==> src/rtl/arb_pkg.sv <==
// Shared types for the IF/DM memory port arbiter: FSM state encoding and requester ids.
package arb_pkg;

    typedef enum logic [1:0] {
        IDLE    = 2'd0,
        BUSY_IF = 2'd1,
        BUSY_DM = 2'd2
    } arbState_t;

    localparam logic REQ_IF = 1'b0;
    localparam logic REQ_DM = 1'b1;

endpackage

==> src/rtl/arb_wait_timer.sv <==
// Loadable down-counter holding one fixed memory access latency; done is high in the
// cycle LAT cycles after the load cycle.
module arb_wait_timer #(
    parameter int unsigned LAT = 1
) (
    input  logic clk,
    input  logic rst,
    input  logic load,
    output logic done
);

    localparam int unsigned CW = (LAT > 1) ? $clog2(LAT) : 1;

    logic [CW-1:0] cnt;
    logic          armed;

    // The load cycle counts as the first latency cycle, so LAT-1 is stored.
    always_ff @(posedge clk or posedge rst) begin
        if (rst) begin
            cnt   <= '0;
            armed <= 1'b0;
        end else if (load) begin
            cnt   <= CW'(LAT - 1);
            armed <= 1'b1;
        end else if (done) begin
            armed <= 1'b0;
        end else if (cnt != '0) begin
            cnt <= cnt - CW'(1);
        end
    end

    assign done = armed && (cnt == '0);

endmodule

==> src/rtl/mem_port_arbiter.sv <==
// Shares one single-ported memory between instruction fetch and data access, DM first with
// an IF anti-starvation override. Optional stall counters: define ARB_PERF_CNT_EN.
module mem_port_arbiter
    import arb_pkg::*;
#(
    parameter int unsigned ADDR_W       = 32,
    parameter int unsigned DATA_W       = 32,
    parameter int unsigned MEM_LAT      = 1,
    parameter int unsigned STARVE_LIMIT = 4
) (
    input  logic              clk,
    input  logic              Reset,
    input  logic              if_req,
    input  logic [ADDR_W-1:0] if_addr,
    output logic              if_gnt,
    output logic              if_valid,
    output logic [DATA_W-1:0] if_rdata,
    input  logic              dm_req,
    input  logic              dm_we,
    input  logic [ADDR_W-1:0] dm_addr,
    input  logic [DATA_W-1:0] dm_wdata,
    output logic              dm_gnt,
    output logic              dm_valid,
    output logic [DATA_W-1:0] dm_rdata,
    output logic              mem_en,
    output logic              mem_we,
    output logic [ADDR_W-1:0] mem_addr,
    output logic [DATA_W-1:0] mem_wdata,
    input  logic [DATA_W-1:0] mem_rdata,
    output logic              stall_if,
    output logic              stall_mem,
    output logic [31:0]       perf_if_stall,
    output logic [31:0]       perf_dm_stall
);

    localparam int unsigned SW = (STARVE_LIMIT > 0) ? $clog2(STARVE_LIMIT + 1) : 1;
    localparam logic [SW-1:0] starveMax = SW'(STARVE_LIMIT);

    arbState_t     state;
    logic [SW-1:0] starveCnt;
    logic          dmWeQ;
    logic          arbOpen;
    logic          dmWins;
    logic          ifWins;
    logic          issue;
    logic          winner;
    logic          latDone;

    // Gated by Reset so nothing issues while reset is held.
    assign arbOpen = (state == IDLE) && !Reset;
    assign dmWins  = arbOpen && dm_req && (!if_req || (starveCnt < starveMax));
    assign ifWins  = arbOpen && if_req && !dmWins;
    assign issue   = dmWins || ifWins;
    assign winner  = dmWins ? REQ_DM : REQ_IF;

    arb_wait_timer #(
        .LAT(MEM_LAT)
    ) uTimer (
        .clk (clk),
        .rst (Reset),
        .load(issue),
        .done(latDone)
    );

    always_ff @(posedge clk or posedge Reset) begin
        if (Reset) begin
            state     <= IDLE;
            starveCnt <= '0;
            dmWeQ     <= 1'b0;
        end else begin
            unique case (state)
                IDLE: begin
                    if (dmWins) begin
                        state <= BUSY_DM;
                        dmWeQ <= dm_we;
                        if (if_req && (starveCnt != starveMax)) begin
                            starveCnt <= starveCnt + SW'(1);
                        end
                    end else if (ifWins) begin
                        state     <= BUSY_IF;
                        starveCnt <= '0;
                    end
                end
                BUSY_IF, BUSY_DM: begin
                    if (latDone) begin
                        state <= IDLE;
                    end
                end
                default: state <= IDLE;
            endcase
        end
    end

    always_comb begin
        if_gnt    = ifWins;
        dm_gnt    = dmWins;
        mem_en    = issue;
        mem_we    = dmWins && dm_we;
        mem_addr  = '0;
        mem_wdata = '0;
        if (issue) begin
            mem_addr = (winner == REQ_DM) ? dm_addr : if_addr;
        end
        if (dmWins) begin
            mem_wdata = dm_wdata;
        end
        if_valid = (state == BUSY_IF) && latDone;
        dm_valid = (state == BUSY_DM) && latDone;
        if_rdata = if_valid ? mem_rdata : '0;
        dm_rdata = (dm_valid && !dmWeQ) ? mem_rdata : '0;
    end

    assign stall_if  = if_req && !if_valid;
    assign stall_mem = dm_req && !dm_valid;

`ifdef ARB_PERF_CNT_EN
    logic [31:0] perfIf;
    logic [31:0] perfDm;

    always_ff @(posedge clk or posedge Reset) begin
        if (Reset) begin
            perfIf <= '0;
            perfDm <= '0;
        end else begin
            if (stall_if && (perfIf != '1)) begin
                perfIf <= perfIf + 32'd1;
            end
            if (stall_mem && (perfDm != '1)) begin
                perfDm <= perfDm + 32'd1;
            end
        end
    end

    assign perf_if_stall = perfIf;
    assign perf_dm_stall = perfDm;
`else
    assign perf_if_stall = '0;
    assign perf_dm_stall = '0;
`endif

endmodule
==> config.mk <==
export PLATFORM = sky130hd
export DESIGN_NAME = mem_port_arbiter
export DESIGN_NICKNAME = d
export VERILOG_FILES = /design/src/rtl/arb_pkg.sv /design/src/rtl/arb_wait_timer.sv /design/src/rtl/mem_port_arbiter.sv
export SDC_FILE = /design/constraint.sdc
export NUM_CORES = 1
export LEC_CHECK = 0
export ABC_AREA = 0
export CAP_MARGIN = 40
export CORE_AREA = 2 2 131 133
export CTS_CLUSTER_SIZE = 25
export DETAILED_ROUTE_END_ITERATION = 10
export DIE_AREA = 0 0 133 135
export GPL_ROUTABILITY_DRIVEN = 0
export HOLD_SLACK_MARGIN = 0.02
export PLACE_DENSITY = 0.52
export SLEW_MARGIN = 20
export SYNTH_ARGS = -nofsm -noshare
export SYNTH_HDL_FRONTEND = slang
export SYNTH_SLANG_ARGS = --single-unit
export TNS_END_PERCENT = 10
==> constraint.sdc <==
create_clock -name clk -period 2.3 [get_ports clk]
set_clock_uncertainty 0.05 [all_clocks]
set_input_delay 0.46 -clock clk [delete_from_list [all_inputs] [get_ports clk]]
set_output_delay 0.46 -clock clk [all_outputs]
set_load 0.03 [all_outputs]
==> key figures, run 1 <==
Place
  – IO buf count: 268
  – Placed Area: roughly 4500 µm²
  – # placed instances: around 740
  – Dpl hpwl: 7.85 mm

Setup path
  – Critical R2R Launch: state[0]
  – Critical Path AT: 1.77 ns
  – Worst-path fanout max: 9
  – Critical path origin: state[0]
  – Crit Path Class: reg2out
  – Critical Path Sink Type: output port
  – Data required time of the critical path: 1.79 ns
  – Kind of start point of the critical path: register

Clock network
  – TritonCTS clock tree: built
  – Bufs on Longest Clock Path: 2
  – Root buf cell: clkbuf_16
  – Clk sink count: 7
  – H-Tree Level Count: 1
  – Inserted Clock Buffers: 3
  – CTS clk-pin slew, worst paths: 0.04 ns
  – Worst skew pair latency: 0.23 ns

Run status
  – Status: finished, final reports clean

Yosys
  – Synth warnings: 0
  – Synth Cell Area: 1980 µm²
  – Netlist cell types: 29
  – Post-synth top area share: 0.247
  – Mean Syn Cell Area: 7.52 µm²
  – Top cells by area, synth: buf_4 (25%), and2_1 (21%), a22o_1 (14%)
  – Seq/Total Area, Yosys: 0.0886
  – Cells after Synth: 263
  – Largest area contributor in the netlist: buf_4
  – Yosys reg bits: 7

Power
  – Overall Power: 2860 µW
  – Peak VDD IR: 0.000232 V
  – Pwr/cell area: 595 nW/µm²
  – Leak: 0.00242 µW
  – Clock share of power: 0.105
  – Int Power: roughly 1500 µW
  – NetSw: approximately 1400 µW
  – Flop pwr share: 0.072
  – Switching portion of total power: 0.490
  – Comb power frac: 0.822

Timing
  – Fmax: 439 MHz
  – Slew Viols, Final: 0
  – Setup violators final: 0
  – Hold Fails Final Rpt: 0
  – RSZ-0062 raised after global routing: true
  – Post-layout minimum cycle time: 2.28 ns
  – Crit share post-route: 0.989

Routing
  – WL final: 10.1 mm
  – DRT antenna net count: 0
  – DRT Pass-1 Iters: 3
  – DRC Markers: 0
  – DR vias: 2,677
  – Initial DRC count: 74
  – Avg Vias per Cell: 3.54
  – DR WL/cell: approximately 13 µm

Finish
  – Share of layout cells above drive strength 1: 0.324
  – Design area: approximately 4800 µm²
  – Fillers: 1,758
  – Area grow syn2layout: 143%
  – Diodes inserted: 0
  – Post-route insts no fill: 757
  – Commonest non-fill, non-tap cells in the layout: clkdlybuf4s50_1 (129), buf_4 (115), and2_1 (66)
  – Most common cell after layout, fill and taps aside: clkdlybuf4s50_1
  – Nets@finish: between 600 and 700

Worst hold path
  – Hold WC Path Type: in2async

Floorplan
  – Die Y: 135 µm
  – Core area: 16,400 µm²
  – Row count: 47
  – Starting density of the core: 0.121
  – Die ar.: 18,000 µm²
  – DIE WIDTH: between 100 and 150 µm
  – Total I/O pin count: approximately 330

Global routing
  – Grt total ovfl: 0
  – GRT Util Overall: 0.0945
  – First-pass GRT wire length: 13.5 mm
  – Vias in the first global route: 2,548
  – Initial antenna violation count: 0
  – Largest net degree at the start of global routing: 36

Run
  – Max_cap viols: 0
==> registers in the layout, summed over array words and instances, names as in the netlist <==
name and cells:
starveCnt 3, state 2, dmWeQ 1, uTimer.armed 1
==> cell families after synthesis <==
| group | count (synthesis) | synth area share |
|---|---|---|
| AO/OA/AOI/OAI | 43 | 0.180 |
| adder cells (fa/ha/maj) | 5 | 0.0316 |
| buffers and inverters | 93 | 0.326 |
| flip-flops | 7 | 0.0886 |
| multiplexers | 1 | 0.00759 |
| other | 1 | 0.00190 |
| AND/OR/NAND/NOR | 113 | 0.364 |
==> final timing paths <==
| check | to | slack [ns] | depth (start not counted) |
|---|---|---|---|
| max | mem_addr[5] | 0.02 | 9 |
| max reg2reg | dmWeQ | 0.53 | 8 |
| min | uTimer.armed | 0.41 | 3 |
| min in group clk | starveCnt[0] | 0.45 | 2 |
| min reg2reg | starveCnt[0] | 0.45 | 2 |
| max in group asynchronous | dmWeQ | 1.57 | 3 |
==> metal layers <==
layer,track usage,vias up,part of all wire,wire [µm]
li1,-,1303,-,-
met1,0.103,1203,0.37,3760
met2,0.186,167,0.55,5510
met3,0.0218,4,0.075,758
met4,0.0191,0,0.0065,66
met5,0,-,0,0
==> power groups by stage <==
stage          Sequential (µW)  Combinational [µW]  Clock [µW]
3_3_place_gp               203                2120           0
2_1_floorplan              201                1340           0
4_1_cts                    205                2310         306
5_1_grt                    212                2480         314
3_5_place_dp               204                2130           0
6_report                   207                2350         301
==> worst max-delay path, stage by stage (launching register included) <==
cell	delay, ns
dfrtp_1	0.38
inv_2	0.09
ha_4	0.14
buf_6	0.10
nand3b_4	0.08
a21oi_4	0.15
buf_6	0.16
buf_12	0.14
a22o_1	0.17
buf_12	0.13
==> stage by stage <==
| stage | util | setup slack, ns | hold WS [ns] | setup TNS [ns] |
|---|---|---|---|---|
| floorplan | - | 0.182 | 0.213 | 0 |
| global placement | 0.272 | -0.146 | 0.444 | -6.63 |
| CTS | 0.290 | -0.0297 | 0.425 | -0.354 |
| detailed placement | 0.272 | -0.136 | 0.453 | -6.38 |
| global route | 0.293 | -0.0272 | 0.446 | -0.0866 |
| finish | 0.293 | 0.0243 | 0.406 | 0 |
==> Yosys cell counts <==
cell type	number
a22o_1	32
nor2b_1	2
and2b_4	1
nor2_1	1
inv_2	1
conb_1	1
buf_4	65
nand4_1	1
mux2_4	1
a32o_1	1
nand2_1	5
nand3_4	1
o2bb2ai_1	1
o21ai_0	2
a21oi_1	2
o22ai_1	1
inv_1	7
nand2b_1	2
ha_1	5
buf_6	6
a21oi_2	1
buf_2	5
and2_1	67
o21bai_1	1
nand3b_4	1
o21a_1	2
dfrtp_1	7
and3_1	32
clkbuf_1	9
==> what timing repair did <==
action,4_1_cts,5_1_grt
setup endpoints to repair,66,47
hold buffers,0,0
pin swaps,5,4
setup buffers,7,0
resized for setup,33,14
cloned,2,2
==> cell type report <==
type / instances / area [µm²] / share of cell area
Tap cell: 220 / 275 / 0.0573
Sequential cell: 7 / 175 / 0.0364
Multi-Input combinational cell: 226 / 1420 / 0.295
Clock buffer: 4 / 78.8 / 0.0164
Timing Repair Buffer: 292 / 2820 / 0.587
Inverter: 8 / 37.5 / 0.00781
No activity file was read; power rests on OpenSTA's default activity.
==> run 2, diff against run 1 <==
--- a/config.mk
+++ b/config.mk
@@ -7,13 +7,13 @@
 export LEC_CHECK = 0
 export ABC_AREA = 0
 export CAP_MARGIN = 40
-export CORE_AREA = 2 2 131 133
+export CORE_AREA = 5 5 127 129
 export CTS_CLUSTER_SIZE = 25
 export DETAILED_ROUTE_END_ITERATION = 10
-export DIE_AREA = 0 0 133 135
+export DIE_AREA = 0 0 132 134
 export GPL_ROUTABILITY_DRIVEN = 0
 export HOLD_SLACK_MARGIN = 0.02
-export PLACE_DENSITY = 0.52
+export PLACE_DENSITY = 0.57
 export SLEW_MARGIN = 20
 export SYNTH_ARGS = -nofsm -noshare
 export SYNTH_HDL_FRONTEND = slang
==> run 2 against run 1 <==
Register-to-register slack gained 0.11 ns. Flip-flop and latch count unchanged. Cell count fell by 4.2%. Combinational power barely moved.
==> key figures, run 2 (same netlist as run 1, synthesis figures left out) <==
Power
  – Pwr/cell area: 593 nW/µm²
  – Leak: around 0.0025 µW
  – Peak VDD IR: 0.000205 V

Timing
  – Post-layout minimum cycle time: around 2.3 ns
  – Fmax: 443 MHz
  – Hold Fails Final Rpt: 0
  – Slew Viols, Final: 0
  – Crit share post-route: 0.981
  – RSZ-0062 raised after global routing: true
  – Min setup slack post-route: between 0.04 and 0.05 ns
  – Setup violators final: 0

Floorplan
  – DIE WIDTH: 132 µm
  – Die Y: 134 µm
  – Total I/O pin count: 333
  – Core area: 14,900 µm²
  – Row count: 45
  – Starting density of the core: 0.133
  – Die ar.: 17,700 µm²

Global routing
  – First-pass GRT wire length: 14.9 mm
  – GRT Util Overall: 0.103
  – Initial antenna violation count: 0
  – Grt total ovfl: 0
  – Largest net degree at the start of global routing: 36
  – Vias in the first global route: 2,748

Setup path
  – Data required time of the critical path: 1.79 ns
  – Worst-path fanout max: 12
  – Critical path origin: state[0]
  – Critical Path Sink Type: output port
  – Critical R2R Launch: state[0]
  – Delay-heaviest family, CP: buffers and inverters
  – Critical Path AT: ~1.8 ns
  – Max stage delay cell, worst path: dfrtp_1
  – Max stage delay on crit path: 0.39 ns
  – Worst Path Buf+Inv: 4
  – Worst-path cell chain: inv_2, ha_4, and2b_4, nand3_4, inv_8, clkbuf_16, a22o_1, buf_6
  – Crit Path Class: reg2out
  – Kind of start point of the critical path: register

Finish
  – Biggest registers after layout: starveCnt: 3 flops, state: 2 flops
  – Nets@finish: just under 700
  – Commonest non-fill, non-tap cells in the layout: clkdlybuf4s50_1 (129), buf_4 (99), conb_1 (64)
  – Post-route insts no fill: 725
  – Max reg flops: 3
  – Share of layout cells above drive strength 1: 0.337
  – Most common cell after layout, fill and taps aside: clkdlybuf4s50_1
  – Area grow syn2layout: 146%
  – Biggest register: starveCnt
  – Diodes inserted: 0

Clock network
  – TritonCTS clock tree: built
  – Inserted Clock Buffers: 3
  – Worst skew pair latency: 0.23 ns
  – CTS clk-pin slew, worst paths: 0.04 ns
  – Clk sink count: 7
  – Root buf cell: clkbuf_16
  – Bufs on Longest Clock Path: 2
  – H-Tree Level Count: 1

Routing
  – DRT antenna net count: 0
  – Max layer used: met4
  – Avg Vias per Cell: about 3.7
  – Wire length on met2: 5.93 mm
  – DR WL/cell: 14.8 µm
  – DRT Pass-1 Iters: 4
  – DR vias: 2,698
  – Met3 wire length: 1.22 mm
  – Met1 wire length: 3.54 mm
  – WL final: about 11 mm
  – DRC Markers: 0
  – Initial DRC count: 21

Place
  – IO buf count: roughly 270
  – Dpl ws: -0.245 ns
  – # placed instances: 714
  – Dpl hpwl: 8.90 mm

Run
  – Max_cap viols: 0

Run status
  – Status: finished, final reports clean

Worst hold path
  – Hold WC Path Type: in2async
==> run 2: cell count changes in the layout (fill, tap and decap cells not counted), moves of 2 or more <==
cell,delta
a22o_1,-2
a22o_4,+2
and2_1,-4
and2_4,+4
buf_4,-16
buf_6,+14
==> run 2: through the flow <==
stage | instance area [µm²] | util | total power, µW | hold WS (ns) | setup TNS, ns
2_1_floorplan | 2210 | - | 1540 | 0.213 | 0
3_3_place_gp | 4440 | 0.298 | 2320 | 0.454 | -10.52
3_5_place_dp | 4440 | 0.298 | 2350 | 0.465 | -12.04
4_1_cts | 4680 | 0.313 | 2790 | 0.344 | -0.0333
5_1_grt | 4880 | 0.327 | 3060 | 0.365 | -1.21
6_report | 4880 | 0.327 | 2890 | 0.328 | 0
==> run 2: worst paths after layout <==
check	end	slack [ns]	cells after the start
min	starveCnt[0]	0.33	2
max reg2reg	dmWeQ	0.64	7
min in group clk	starveCnt[1]	0.47	1
max in group asynchronous	dmWeQ	1.65	2
max	mem_addr[15]	0.04	8
min reg2reg	starveCnt[1]	0.47	1
==> run 2: area by class of cell <==
cell class                 count  area, µm²
clock buffer                   4       78.8
fill                        1546      10000
inverter                       8       37.5
multi-input combinational    226       1460
sequential                     7        175
tap                          188        235
timing repair buffer         292       2890
==> run 2: where the power goes <==
group / total, µW / internal [µW] / switching [µW]
Sequential: 216 / 172 / 44.5
Combinational: 2380 / 1080 / 1310
Clock: 297 / 231 / 66.2
Total: 2890 / 1480 / 1420
==> run 2: repair_timing <==
item | 4_1_cts | 5_1_grt
buffers inserted | 3 | 1
cloned | 2 | 1
hold buffers | 0 | 0
setup endpoints to repair | 85 | 84
resized for setup | 25 | 46
pin swaps | 3 | 20
==> run 2: layer usage <==
layer  vias to the layer above  global-route usage
li1                       1303                   -
met1                      1206              0.0977
met2                       185               0.211
met3                         4              0.0360
met4                         0              0.0177
met5                         -                   0
